`src/rtl/fifo_l2.sv`:
```
// fifo_l2: per-lane output buffer behind the L2 1:2 demux stage.
// Stores demuxed words, exposes occupancy and threshold flags, and pops
// on request. Overflow/underflow are sticky until reset.
// Build option: define FIFO_L2_FWFT_EN for first-word-fall-through reads;
// otherwise reads are registered with one cycle of latency.
module fifo_l2 #(
  parameter int DATA_WIDTH = 8,
  parameter int DEPTH      = 8,
  parameter int ADDR_WIDTH = 3,
  parameter int AF_THRESH  = 6,
  parameter int AE_THRESH  = 2
) (
  input  logic                  clk,
  input  logic                  reset,
  input  logic [DATA_WIDTH-1:0] Entrada,
  input  logic                  validEntrada,
  input  logic                  pop,
  output logic [DATA_WIDTH-1:0] Salida,
  output logic                  validSalida,
  output logic [ADDR_WIDTH:0]   count,
  output logic                  full,
  output logic                  empty,
  output logic                  almost_full,
  output logic                  almost_empty,
  output logic                  overflow,
  output logic                  underflow
);

  localparam logic [ADDR_WIDTH:0]   FULL_CNT = (ADDR_WIDTH+1)'(DEPTH);
  localparam logic [ADDR_WIDTH:0]   AF_CNT   = (ADDR_WIDTH+1)'(AF_THRESH);
  localparam logic [ADDR_WIDTH:0]   AE_CNT   = (ADDR_WIDTH+1)'(AE_THRESH);
  localparam logic [ADDR_WIDTH-1:0] PTR_ONE  = ADDR_WIDTH'(1);
  localparam logic [ADDR_WIDTH:0]   CNT_ONE  = (ADDR_WIDTH+1)'(1);

  logic [DATA_WIDTH-1:0] mem [DEPTH];
  logic [ADDR_WIDTH-1:0] wr_ptr_reg;
  logic [ADDR_WIDTH-1:0] rd_ptr_reg;
  logic [ADDR_WIDTH:0]   count_reg;
  logic [ADDR_WIDTH:0]   count_next;
  logic                  overflow_reg;
  logic                  underflow_reg;
  logic                  pop_ok;
  logic                  push_ok;

  // Status flags are pure decodes of the registered occupancy.
  assign count        = count_reg;
  assign full         = (count_reg == FULL_CNT);
  assign empty        = (count_reg == '0);
  assign almost_full  = (count_reg >= AF_CNT);
  assign almost_empty = (count_reg <= AE_CNT);
  assign overflow     = overflow_reg;
  assign underflow    = underflow_reg;

  // A pop needs stored data; a push into a full FIFO is only allowed when
  // the same cycle frees a slot. A word pushed into an empty FIFO is not
  // poppable until the following cycle.
  assign pop_ok  = pop && !empty;
  assign push_ok = validEntrada && (!full || pop_ok);

  // Occupancy moves only when exactly one side is accepted.
  always_comb begin
    count_next = count_reg;
    case ({push_ok, pop_ok})
      2'b10:   count_next = count_reg + CNT_ONE;
      2'b01:   count_next = count_reg - CNT_ONE;
      default: count_next = count_reg;
    endcase
  end

  // Storage array: write-only port here, contents are not reset.
  always_ff @(posedge clk) begin
    if (push_ok) begin
      mem[wr_ptr_reg] <= Entrada;
    end
  end

  // Pointers, occupancy and sticky error flags.
  always_ff @(posedge clk or negedge reset) begin
    if (!reset) begin
      wr_ptr_reg    <= '0;
      rd_ptr_reg    <= '0;
      count_reg     <= '0;
      overflow_reg  <= 1'b0;
      underflow_reg <= 1'b0;
    end else begin
      count_reg <= count_next;
      if (push_ok) begin
        wr_ptr_reg <= wr_ptr_reg + PTR_ONE;
      end
      if (pop_ok) begin
        rd_ptr_reg <= rd_ptr_reg + PTR_ONE;
      end
      if (validEntrada && !push_ok) begin
        overflow_reg <= 1'b1;
      end
      if (pop && !pop_ok) begin
        underflow_reg <= 1'b1;
      end
    end
  end

`ifdef FIFO_L2_FWFT_EN
  // Head of the queue is always presented; pop acknowledges it.
  assign Salida      = mem[rd_ptr_reg];
  assign validSalida = !empty;
`else
  logic [DATA_WIDTH-1:0] salida_reg;
  logic                  valid_reg;

  assign Salida      = salida_reg;
  assign validSalida = valid_reg;

  // Registered read port: popped word appears one cycle after the pop.
  always_ff @(posedge clk or negedge reset) begin
    if (!reset) begin
      salida_reg <= '0;
      valid_reg  <= 1'b0;
    end else begin
      valid_reg <= pop_ok;
      if (pop_ok) begin
        salida_reg <= mem[rd_ptr_reg];
      end
    end
  end
`endif

endmodule

```
`config.mk`:
```
export PLATFORM = sky130hd
export DESIGN_NAME = fifo_l2
export DESIGN_NICKNAME = d
export VERILOG_FILES = /design/src/rtl/fifo_l2.sv
export SDC_FILE = /design/constraint.sdc
export NUM_CORES = 1
export LEC_CHECK = 0
export CORE_UTILIZATION = 46
export DETAILED_ROUTE_END_ITERATION = 8
export PLACE_DENSITY = 0.73
export SYNTH_ARGS = -nofsm -noshare
export SYNTH_HDL_FRONTEND = slang
export SYNTH_SLANG_ARGS = --single-unit
```
`constraint.sdc`:
```
create_clock -name clk -period 3.2 [get_ports clk]
set_input_delay 0.48 -clock clk [delete_from_list [all_inputs] [get_ports clk]]
set_output_delay 0.48 -clock clk [all_outputs]
set_load 0.03 [all_outputs]
```
==> results of run 1 <==
[final timing paths]
path                           start     endpoint  slack [ns]  depth (start not counted)
hold / removal             underflow    underflow        0.46                          1
hold reg to reg            underflow    underflow        0.46                          1
setup reg to reg            count[2]     count[3]        0.98                          8
min in group asynchronous      reset     overflow        0.65                          1
setup / recovery            count[2]         full        0.48                          3
max in group asynchronous      reset  validSalida        1.96                          1
[worst register-to-register path, delay by kind of cell, from the launching register on]
family / cells / cell delay, ns
and+or+nand+nor: 1 / 0.20
xor gates and xnor gates: 1 / 0.15
DFF: 1 / 0.50
adders and majority gates: 1 / 0.27
muxes: 1 / 0.23
buffers and inverters: 1 / 0.06
AOI/OAI and AO/OA: 3 / 0.73
[metrics by stage]
step | hold WS (ns) | util (%) | std cells
finish | 0.4570 | 56.61 | 367
global route | 0.4804 | 56.61 | 367
CTS | 0.4610 | 56.61 | 367
detailed placement | 0.4421 | 54.22 | 351
global placement | 0.4446 | 54.22 | 351
floorplan | 0.1844 | - | 224
[final cells by class]
class | instances | area, sq um
inverter | 6 | 22.52
sequential | 85 | 2447
tap | 99 | 123.9
multi-input combinational | 120 | 998.5
clock inverter | 6 | 47.55
clock buffer | 10 | 127.6
timing repair buffer | 41 | 382.9
fill | 561 | 3181
[cells by family after synthesis]
group / count (synthesis) / share of synthesized area [%]
mux: 35 / 10.63
flops: 85 / 69.31
fa+ha+maj: 5 / 1.984
buf+inv: 19 / 2.906
simple gates: 37 / 5.244
compound gates: 35 / 7.938
xor+xnor: 8 / 1.984
[layer usage]
metal | global-route usage [%] | vias up
met2 | 24.04 | 39
met5 | 0 | -
met4 | 7.359 | 0
met3 | 3.565 | 6
li1 | - | 930
met1 | 22.38 | 910
[report_power, final]
| part | total, uW | leakage, uW | switching [uW] | internal, uW |
|---|---|---|---|---|
| Sequential | 1680 | 0.000828 | 236 | 1440 |
| Clock | 675 | 0.0000872 | 386 | 289 |
| Combinational | 1440 | 0.000617 | 758 | 687 |
[cells in the final DEF (no fill, tap or decap), drive strengths merged, types with 3 or more instances in the layout]
master / instances
edfxtp: 64
clkdlybuf4s50: 30
dfrtp: 21
nand2: 20
mux2i: 18
mux2: 17
buf: 11
clkbuf: 10
o21ai: 9
o22ai: 8
a221o: 8
inv: 8
xnor2: 6
nor2: 4
ha: 4
nor3: 3
a21o: 3
clkinv: 3
==> results.md, run 1 <==
* Setup ws final at 0.4786 ns
* Fmax at 367.5 MHz
* Hold_buf cts at 0
* Static leakage at 0.001532 uW
* Area leader, netlist: edfxtp_1
* # port buffers at 30
* Via count at 1,885
* Top-count cell post-synth: edfxtp_1
* Die Ht at 89.61 um
* Grt total ovfl at 0
* Drt first pass iters at 4
* Ys flop type: edfxtp_1
* Number of synthesized flops with an enable pin at 64
* Layout cells sized above 1 at 19.03%
* Die W at 89.61 um
* Initial antenna violation count at 0
* Max FFs per register at 64
* CTS tree: yes
* Clock transition at the registers of the reported paths at 0.08 ns
* Num CTS Buffers at 9
* Number of global-route vias before repair at 1,765
* Post-Route WL at 5.898 mm
* Final period util at 85.05%
* Syn_area_per_cell at 15.76 sq um
* Io pins at 31
* Ant. Diodes at 0
* Slowest-stage cell, CP: clkdlybuf4s50_1
* Synth unique cells at 41
* Largest buffer count on any clock path at 2
* Cell Rows at 31
* Latest clock arrival within the worst-skew pair at 0.35 ns
* Drt via density at 5.136
* Placed standard-cell area at 3975 sq um
* Drt wl/cell at 16.07 um
* Max-slew headroom at 36.51%
* DR top layer: met4
* Synthesized area at 3531 sq um
* RSZ-0062 raised after global routing: no
* Crit-path leading delay family: buffers and inverters
* Metal2 WL at 2.706 mm
* Total power at 3795 uW
* Crit-path cells: or4b_4 -> inv_1 -> clkdlybuf4s50_1
* Final hold violation count at 0
* Finish-stage setup viols at 0
* CTS resizes at 0
* Min-Delay Path Class: reg2reg
* TNS Setup at 0 ns
* Max-Cap Viols at 0
* Clock sinks at 85
* Critical Path RT at 2.72 ns
* Slew @ Worst Pin at 0.9493 ns
* Post-synth ARST share at 24.71%
* CTS root buffer: clkbuf_8
* Slew Limit Fails at 0
* Area contributors post-synth: edfxtp_1 (54%), dfrtp_1 (15%), mux2i_1 (5.1%)
* DR DRC count at 0
* Synth Net Count at 241
* DRT iter0 DRCs at 73
* Die area at 8030 sq um
* Critical Path End Type: output port
* CP bufs+invs at 2
* Yosys warns at 0
* Post-CTS Setup Bufs at 0
* GRT Util Overall at 16.02%
* Largest net degree at the start of global routing at 22
* Final Net Count at 280
* CP Max Fanout at 9
* Design area at 4150 sq um
* CP max stage delay at 0.68 ns
* Nature of the critical path startpoint: flip-flop
* M1 WL at 2.855 mm
* Number of H-tree levels at 3
* Sequential fraction of the synthesis area at 69.31%
* Max VDD drop at 0.2786 mV
* Synth top area share at 54.43%
* DP HPWL at 4.029 mm
* DRT antenna net count at 0
* Setup WS pre-CTS at 0.5875 ns
* Worst Clk Skew at 0.008970 ns
* WS Path Type: reg2out
* Area Overhead vs Synth at 17.54%
* First-pass GRT wire length at 8.976 mm
* Final Wtd Congestion at 0.7306
* Min Tclk post-route at 2.721 ns
* Post-synthesis register bit count at 85
* Synth Instances at 224
* Met3 WL at 257 um
* Status: finished clean
* Worst EP arrival at 2.24 ns
* Initial Util at 48.17%
* Core area at 7331 sq um
* Synth top cells by count: edfxtp_1 (64), dfrtp_1 (21), nand2_1 (20)
* Pwr/cell area at 914.3 nW/um^2
No activity file was read; power rests on OpenSTA's default activity.
==> run 2: changes to the inputs <==
- DONT_BUFFER_PORTS: default -> 1
- GPL_TIMING_DRIVEN: default -> 0
- PLACE_DENSITY: 0.73 -> 0.68
==> results.md, run 2 (synthesis results as in run 1) <==
* WS Path Type: reg2reg
* Critical Path RT at 3.16 ns
* CP bufs+invs at 0
* Die area at 8030 sq um
* Grt total ovfl at 0
* Most common cell after layout, fill and taps aside: edfxtp_1
* Min-Delay Path Class: in2reg
* Worst Clk Skew at 0.01502 ns
* Die W at 89.61 um
* Slowest-stage cell, CP: nor3b_1
* Number of global-route vias before repair at 1,843
* Clock sinks at 85
* Multi-input combinational cell area at 998.5 sq um
* CTS tree: yes
* Cell Rows at 31
* Core area at 7331 sq um
* Post-Route WL at 6.103 mm
* Max-slew headroom at 10.34%
* Switching share of power at 36.43%
* R2R cell count at 4
* Gate power share at 30.2%
* GRT Util Overall at 16.82%
* Slew @ Worst Pin at 1.333 ns
* Levels on crit path at 4
* P_sw at 1376 uW
* Flop pwr share at 47.5%
* Most frequent cells in the layout: edfxtp_1 (64), dfrtp_1 (21), nand2_1 (20)
* Status: finished clean
* Initial Util at 48.17%
* Largest buffer count on any clock path at 2
* Nature of the critical path startpoint: flip-flop
* Largest net degree at the start of global routing at 22
* Reg2reg end: mem[6][0]
* Max VDD drop at 0.2881 mV
* Min Tclk post-route at 2.771 ns
* Final Wtd Congestion at 0.7110
* Finish-stage setup viols at 0
* Final Net Count at 256
* Pwr/cell area at 963.5 nW/um^2
* Static leakage at 0.001436 uW
* Critical Path End Type: flip-flop
* Fill cells at 583
* Reg2reg setup slack at 0.43 ns
* Worst EP arrival at 2.73 ns
* Layout cells sized above 1 at 21.72%
* Clock transition at the registers of the reported paths at 0.09 ns
* CP Max Fanout at 9
* Via count at 1,865
* DRT iter0 DRCs at 111
* Worst r2r src: count[2]
* Clock group share of total power at 22.3%
* Drt wl/cell at 17.79 um
* Max-Cap Viols at 0
* Crit-path leading delay family: simple AND/OR/NAND/NOR gates
* Drt first pass iters at 4
* Slew Limit Fails at 0
* Ant. Diodes at 0
* Final period util at 86.59%
* Die Ht at 89.61 um
* Area Overhead vs Synth at 11.06%
* DP HPWL at 4.040 mm
* Crit-path cells: or4b_4 -> o21a_1 -> nand2_1 -> nor3b_1
* Dpl cells at 325
* Setup ws final at 0.4292 ns
* Setup crit start: count[2]
* Initial antenna violation count at 0
* DRT antenna net count at 0
* First-pass GRT wire length at 9.522 mm
* Io pins at 31
* DR DRC count at 0
* Max FFs per register at 64
* Number of H-tree levels at 3
* Internal Power at 2402 uW
* Crit path capture: mem[6][0]
* RSZ-0062 raised after global routing: no
* Drt via density at 5.437
* TNS Setup at 0 ns
* Fmax at 360.9 MHz
* Num CTS Buffers at 9
* Final Instance Count excl. Fillers at 343
* Post-CTS Setup Bufs at 0
* CP max stage delay at 1.10 ns
* Final hold violation count at 0
* CTS root buffer: clkbuf_8
* Latest clock arrival within the worst-skew pair at 0.36 ns
* Final hold slack at 0.2116 ns
* # port buffers at 0
* CTS resizes at 0
* Setup WS pre-CTS at 0.3717 ns
* FF+latch area at 2447 sq um
[run 2: changes by cell type in the layout (fill, tap and decap cells not counted), moves of 2 or more]
cell and change:
clkdlybuf4s50_1 -30, buf_4 -7, buf_2 +4, buf_1 +3
buf_6 +2, bufinv_16 +2, clkbuf_1 +2, clkinv_4 -2
[run 2: worst reg2reg max path: cells and delay by family (launching register included)]
kind | cells | cell delay [ns]
simple gates | 3 | 1.50
flops | 1 | 0.70
compound gates | 1 | 0.18
[run 2: worst min-delay path by stage]
stage                     from            end  slack, ns  cells past startpoint
floorplan                reset      Salida[0]       0.18                      0
global placement         reset  wr_ptr_reg[0]       0.18                      0
detailed placement       reset  wr_ptr_reg[1]       0.18                      0
CTS                 Entrada[0]      mem[2][0]       0.20                      0
global route        Entrada[4]      mem[7][4]       0.20                      0
finish              Entrada[2]      mem[3][2]       0.21                      0
[run 2: per-layer routing]
| metal | vias to the layer above | global-route usage [%] | part of all wire, % |
|---|---|---|---|
| met5 | - | 0 | 0 |
| met1 | 939 | 23.54 | 48 |
| met4 | 0 | 7.359 | 1.6 |
| met3 | 7 | 4.113 | 4.2 |
| li1 | 879 | - | - |
| met2 | 40 | 25.07 | 46 |
[run 2: power groups by stage]
stage,clock [uW],sequential (uW),combinational [uW]
floorplan,0,1770,910
global placement,0,1810,1100
detailed placement,0,1820,1140
CTS,848,1800,1150
global route,892,1830,1260
finish,841,1790,1140
[run 2: layout make-up]
type	instances	area share, %
clock inverters	6	2.361
plain buffers	13	2.042
well taps	99	3.159
clock buffers	10	3.255
inverters	6	0.5743
multi-input cells	120	25.46
flip-flops and latches	85	62.41
repair buffers	4	0.7339
[run 2: timing repair]
action                     in CTS  in global routing
hold endpoints to repair       21                  0
hold buffers                    1                  0
setup endpoints to repair       0                  0
[run 2: through the flow]
stage	total power, uW	util [%]	instance area (sq um)
floorplan	2682	-	3531
global placement	2907	49.85	3655
detailed placement	2957	50.23	3682
CTS	3792	53.37	3913
global route	3981	53.49	3921
finish	3778	53.49	3921
==> edit 1, RTL diff (flow settings as in run 1) <==
Register the output `count` once more, cleared by the reset; this adds one clock of latency there. The other outputs are not delayed to match.
--- a/src/rtl/fifo_l2.sv
+++ b/src/rtl/fifo_l2.sv
@@ -43,7 +43,13 @@
   logic                  push_ok;
 
   // Status flags are pure decodes of the registered occupancy.
-  assign count        = count_reg;
+  always_ff @(posedge clk or negedge reset) begin
+    if (!reset) begin
+      count <= '0;
+    end else begin
+      count <= count_reg;
+    end
+  end
   assign full         = (count_reg == FULL_CNT);
   assign empty        = (count_reg == '0);
   assign almost_full  = (count_reg >= AF_CNT);
Function: changed (a bounded check fails within 4 cycles, from zero or initial values and one cycle with reset low).
==> edit 1 against run 1 <==
Total power increased by 4.3%. Cell count increased by 1.9%. Synthesized cell count increased by 1.8%. Global-route usage decreased by 0.88 points. Sequential share of layout area increased by 0.62 points. Synthesized area increased by 2.8%. Routed wire length decreased by 2.6%. Die area increased by 2.8%. Clock power increased by 13%. Sequential cell count increased by 4. Design area increased by 3.0%. Non-clock buffer count unchanged. Worst setup slack improved by 0.0026 ns.
==> edit 1: results (changes against run 1) <==
timing:
  finClkSkew_ns: 0.00496  # -0.00401 ns
  relSlewSlack_pct: 28.7  # -7.8 points
worst_setup_path:
  cp_max_fo: 9  # unchanged
  critPathTopFamily: "buffers and inverters"
  arrival_ns: 2.24  # about the same
  crit_slowest_cell: "clkdlybuf4s50_1"
  slowest_delay_ns: 0.67
finish:
  drive_gt1_share_pct: 18.4  # -0.65 points
  antennaDiodeCount: 0  # unchanged
  largest_reg_flops: 64  # unchanged
  fillCellCount: 615  # +9.6%
  final_nets: 284  # +1.4%
hold_path:
  hp-class: "flip-flop to flip-flop"
clock_tree:
  clk_pin_slew_ns: 0.08  # about the same
  post_cts_resized: 0  # unchanged
  max-clock-path-buffers: 2  # unchanged
  ctsRootBufferMaster: "clkbuf_8"
  htreeDepth: 3  # unchanged
  clock_latency_ns: 0.35  # about the same
  cts-buffers-inserted: 9  # unchanged
  post_cts_buffers: 0  # unchanged
outcome:
  status: "finished, final reports clean"
grt:
  grt_pass1_wl_um: 9250  # +3.0%
  track_usage_pct: 15.1  # -0.88 points
  antenna_found_initial: 0  # unchanged
  grt_max_degree: 26  # +18%
  grt_pass1_vias: 1923  # +9.0%
  grt_overflow: 0  # unchanged
power:
  p_leak_nw: 1.59  # +3.7%
  peakVddDrop_v: 0.000267  # -4.2%
logic_synthesis:
  synth_area_leaders: "edfxtp_1 (53%), dfrtp_1 (17%), mux2i_1 (5.0%)"
  synth_warnings: 0  # unchanged
  synth-main-ff-cell: "edfxtp_1"
  seq_area_frac_synth_pct: 70.2  # +0.85 points
  synth_commonest_cells: "edfxtp_1 (64), dfrtp_1 (25), nand2_1 (20)"
  ys_types: 41  # unchanged
  async_reset_ff_share_pct: 28.1  # +3.4 points
  postSynthNetCount: 245  # +1.7%
  synth-edff-count: 64  # unchanged
detailed_routing:
  avgRoutedWirePerCell_um: 15.4  # -4.5%
  drt-initial-drc-count: 96  # +32%
  drc: 0  # unchanged
  via_per_inst: 5.19  # +0.99%
  dr.pass1.iters: 7  # +3
place:
  gp_congestion: 0.733  # +0.33%
  dpl.hpwl_um: 3920  # -2.8%
  portBuffers: 30  # unchanged
==> edit 1: layer usage <==
layer	share of wire (%)	up-vias	global-route usage (%)
met1	46	935	20.3
met4	1.4	0	7.54
met2	46	58	22.8
met3	6.0	6	4.12
li1	-	941	-
met5	0	-	0
==> edit 1: path summary, 6_finish.rpt <==
path	depth (start not counted)	from	slack [ns]	to
max	3	count_reg[2]$_DFFE_PN0P_	0.48	full
min	1	underflow$_DFFE_PN0P_	0.46	underflow$_DFFE_PN0P_
max reg2reg	8	count_reg[2]$_DFFE_PN0P_	0.97	count_reg[3]$_DFFE_PN0P_
min reg2reg	1	underflow$_DFFE_PN0P_	0.46	underflow$_DFFE_PN0P_
max in group asynchronous	1	reset	1.85	rd_ptr_reg[1]$_DFFE_PN0P_
min in group asynchronous	1	reset	0.71	underflow$_DFFE_PN0P_
==> edit 1: stage by stage <==
stage	std cells	area, um2	hold WS, ns	power, W	setup WS, ns
after global placement	358	4070	0.446	0.00320	0.636
after detailed placement	358	4070	0.449	0.00323	0.588
after CTS	374	4280	0.468	0.00399	0.455
after global routing	374	4280	0.493	0.00417	0.403
final	374	4280	0.463	0.00396	0.481
after floorplan	228	3630	0.184	0.00276	1.04
==> edit 1: cell type report <==
class | instances | area [um2] | area share, %
Clock inverter | 7 | 78.8 | 1.84
Inverter | 6 | 22.5 | 0.527
Multi-Input combinational cell | 120 | 992 | 23.2
Clock buffer | 9 | 124 | 2.90
Tap cell | 102 | 128 | 2.99
Timing Repair Buffer | 41 | 383 | 8.96
Sequential cell | 89 | 2550 | 59.6
==> edit 1: cell families (layout without fill, tap and decap cells) <==
group / after synthesis / in the layout / share of synthesized area (%)
AO/OA/AOI/OAI: 35 / 35 / 7.72
buffers and inverters: 19 / 63 / 2.83
flip-flops: 89 / 89 / 70.2
multiplexers: 35 / 35 / 10.3
adder cells (fa/ha/maj): 5 / 5 / 1.93
XOR/XNOR: 8 / 8 / 1.93
AND/OR/NAND/NOR: 37 / 37 / 5.10
==> edit 1: report_power, final <==
part	internal (W)	total, W	switching, W
registers	0.00152	0.00177	0.000252
clock network	0.000369	0.000761	0.000392
logic	0.000685	0.00143	0.000744
total	0.00257	0.00396	0.00139
==> edit 1: worst register-to-register path, stage by stage, from the launching register on <==
cell and delay, ns:
dfrtp_1 0.50, o41ai_4 0.41, or2_2 0.20, inv_1 0.07, ha_1 0.27, a21o_1 0.17, a21oi_1 0.16, mux2i_1 0.23
xor2_1 0.15
==> edit 2, RTL diff (config.mk and constraints of run 1) <==
Without the edit above. Add a define of `FIFO_L2_FWFT_EN`.
--- a/src/rtl/fifo_l2.sv
+++ b/src/rtl/fifo_l2.sv
@@ -3,6 +3,8 @@
 // on request. Overflow/underflow are sticky until reset.
 // Build option: define FIFO_L2_FWFT_EN for first-word-fall-through reads;
 // otherwise reads are registered with one cycle of latency.
+`define FIFO_L2_FWFT_EN
+
 module fifo_l2 #(
   parameter int DATA_WIDTH = 8,
   parameter int DEPTH      = 8,
Check against the original RTL: not equivalent (Yosys sat finds a counterexample within 4 cycles, from zero or initial values and one cycle with reset low).
==> edit 2 against run 1 <==
The run now ends with DRC left. Core utilization increased by 1.5 points. Routed wire length decreased by 8.8%. Total power decreased by 3.5%. Fmax decreased by 7.1%. Synthesized area decreased by 12%. Via count decreased by 17%. Design area decreased by 10%. Sequential cell count decreased by 9. First-iteration DRC count increased by 22%. Worst setup slack got worse by 0.21 ns.
==> edit 2: results (changes against run 1) <==
grt:
  track_usage_pct: 17.4  # +1.3 points
  grt_pass1_wl_um: 8810  # -1.8%
  grt_max_degree: 19  # -14%
  grt_pass1_vias: 1659  # -6.0%
detailed_routing:
  met3_wirelength_um: 243  # -5.4%
  avgRoutedWirePerCell_um: 18.9  # +17%
  dr.pass1.iters: 6  # +2
  drc: 2  # +2
  wl_met1_um: 2180  # -24%
  num_vias: 1565  # -17%
worst_setup_path:
  timing.rr.start: "count[0]$_DFFE_PN0P_"
  cp_max_fo: 18  # +9
  critPathTopFamily: "flip-flops"
  timing.rr.end: "count[2]$_DFFE_PN0P_"
  slowest_delay_ns: 0.84  # +0.16 ns
hold_path:
  min-delay-start: "overflow$_DFFE_PN0P_"
  min_to: "overflow$_DFFE_PN0P_"
logic_synthesis:
  synth_commonest_cells: "edfxtp_1 (64), mux4_2 (16), dfrtp_1 (12)"
  async_reset_ff_share_pct: 15.8  # -8.9 points
  syn_avg_cell_area_um2: 19.3  # +22%
  synth_area_leaders: "edfxtp_1 (62%), mux4_2 (12%), dfrtp_1 (9.7%)"
  postSynthNetCount: 178  # -26%
place:
  dpl.hpwl_um: 3450  # -14%
  place_inst: 269  # -23%
  dpl-instance-area_um2: 3520  # -11%
power:
  p_leak_nw: 1.30  # -15%
finish:
  drive_gt1_share_pct: 25.5  # +6.5 points
  final_nets: 220  # -21%
outcome:
  violations: "DRC"
  status: "finished with violations"
timing:
  finClkSkew_ns: 0.00753  # -0.00144 ns
-- edit 2: routing by layer --
metal  vias to the layer above  global-route usage, %
met5                         -                      0
met4                         0                   6.11
met3                         6                   5.31
met2                        31                   29.7
met1                       807                   21.0
li1                        721                      -
-- edit 2: kinds of logic (layout without fill, tap and decap cells) --
logic type | after synthesis | in the layout | share of synthesized area (%)
DFF | 76 | 76 | 71.6
muxes | 26 | 26 | 15.4
buffers and inverters | 11 | 58 | 1.94
adders and majority gates | 5 | 5 | 2.02
xor gates and xnor gates | 9 | 9 | 2.54
AOI/OAI and AO/OA | 9 | 9 | 1.98
and+or+nand+nor | 25 | 25 | 4.56
-- edit 2: where the power goes --
group | total [W] | internal [W] | switching, W
Combinational | 0.00141 | 0.000716 | 0.000697
Clock | 0.000777 | 0.000439 | 0.000338
Sequential | 0.00147 | 0.00127 | 0.000197
Total | 0.00366 | 0.00243 | 0.00123
-- edit 2: worst max path at each step --
stage                           endpoint                 startpoint  slack [ns]
finish                         Salida[7]  rd_ptr_reg[1]$_DFFE_PN0P_        0.27
global placement    count[2]$_DFFE_PN0P_       count[0]$_DFFE_PN0P_        0.61
CTS                            Salida[0]  rd_ptr_reg[1]$_DFFE_PN0P_        0.22
floorplan           count[2]$_DFFE_PN0P_       count[1]$_DFFE_PN0P_        0.48
detailed placement  count[2]$_DFFE_PN0P_       count[0]$_DFFE_PN0P_        0.49
global route                   Salida[7]  rd_ptr_reg[1]$_DFFE_PN0P_        0.13
-- edit 2: area by class of cell --
cell class	instances	area (um2)
inverters	3	11.3
well taps	77	96.3
fillers	487	2690
clock buffers	10	128
clock inverters	6	88.8
multi-input cells	74	821
flip-flops and latches	76	2220
repair buffers	39	368
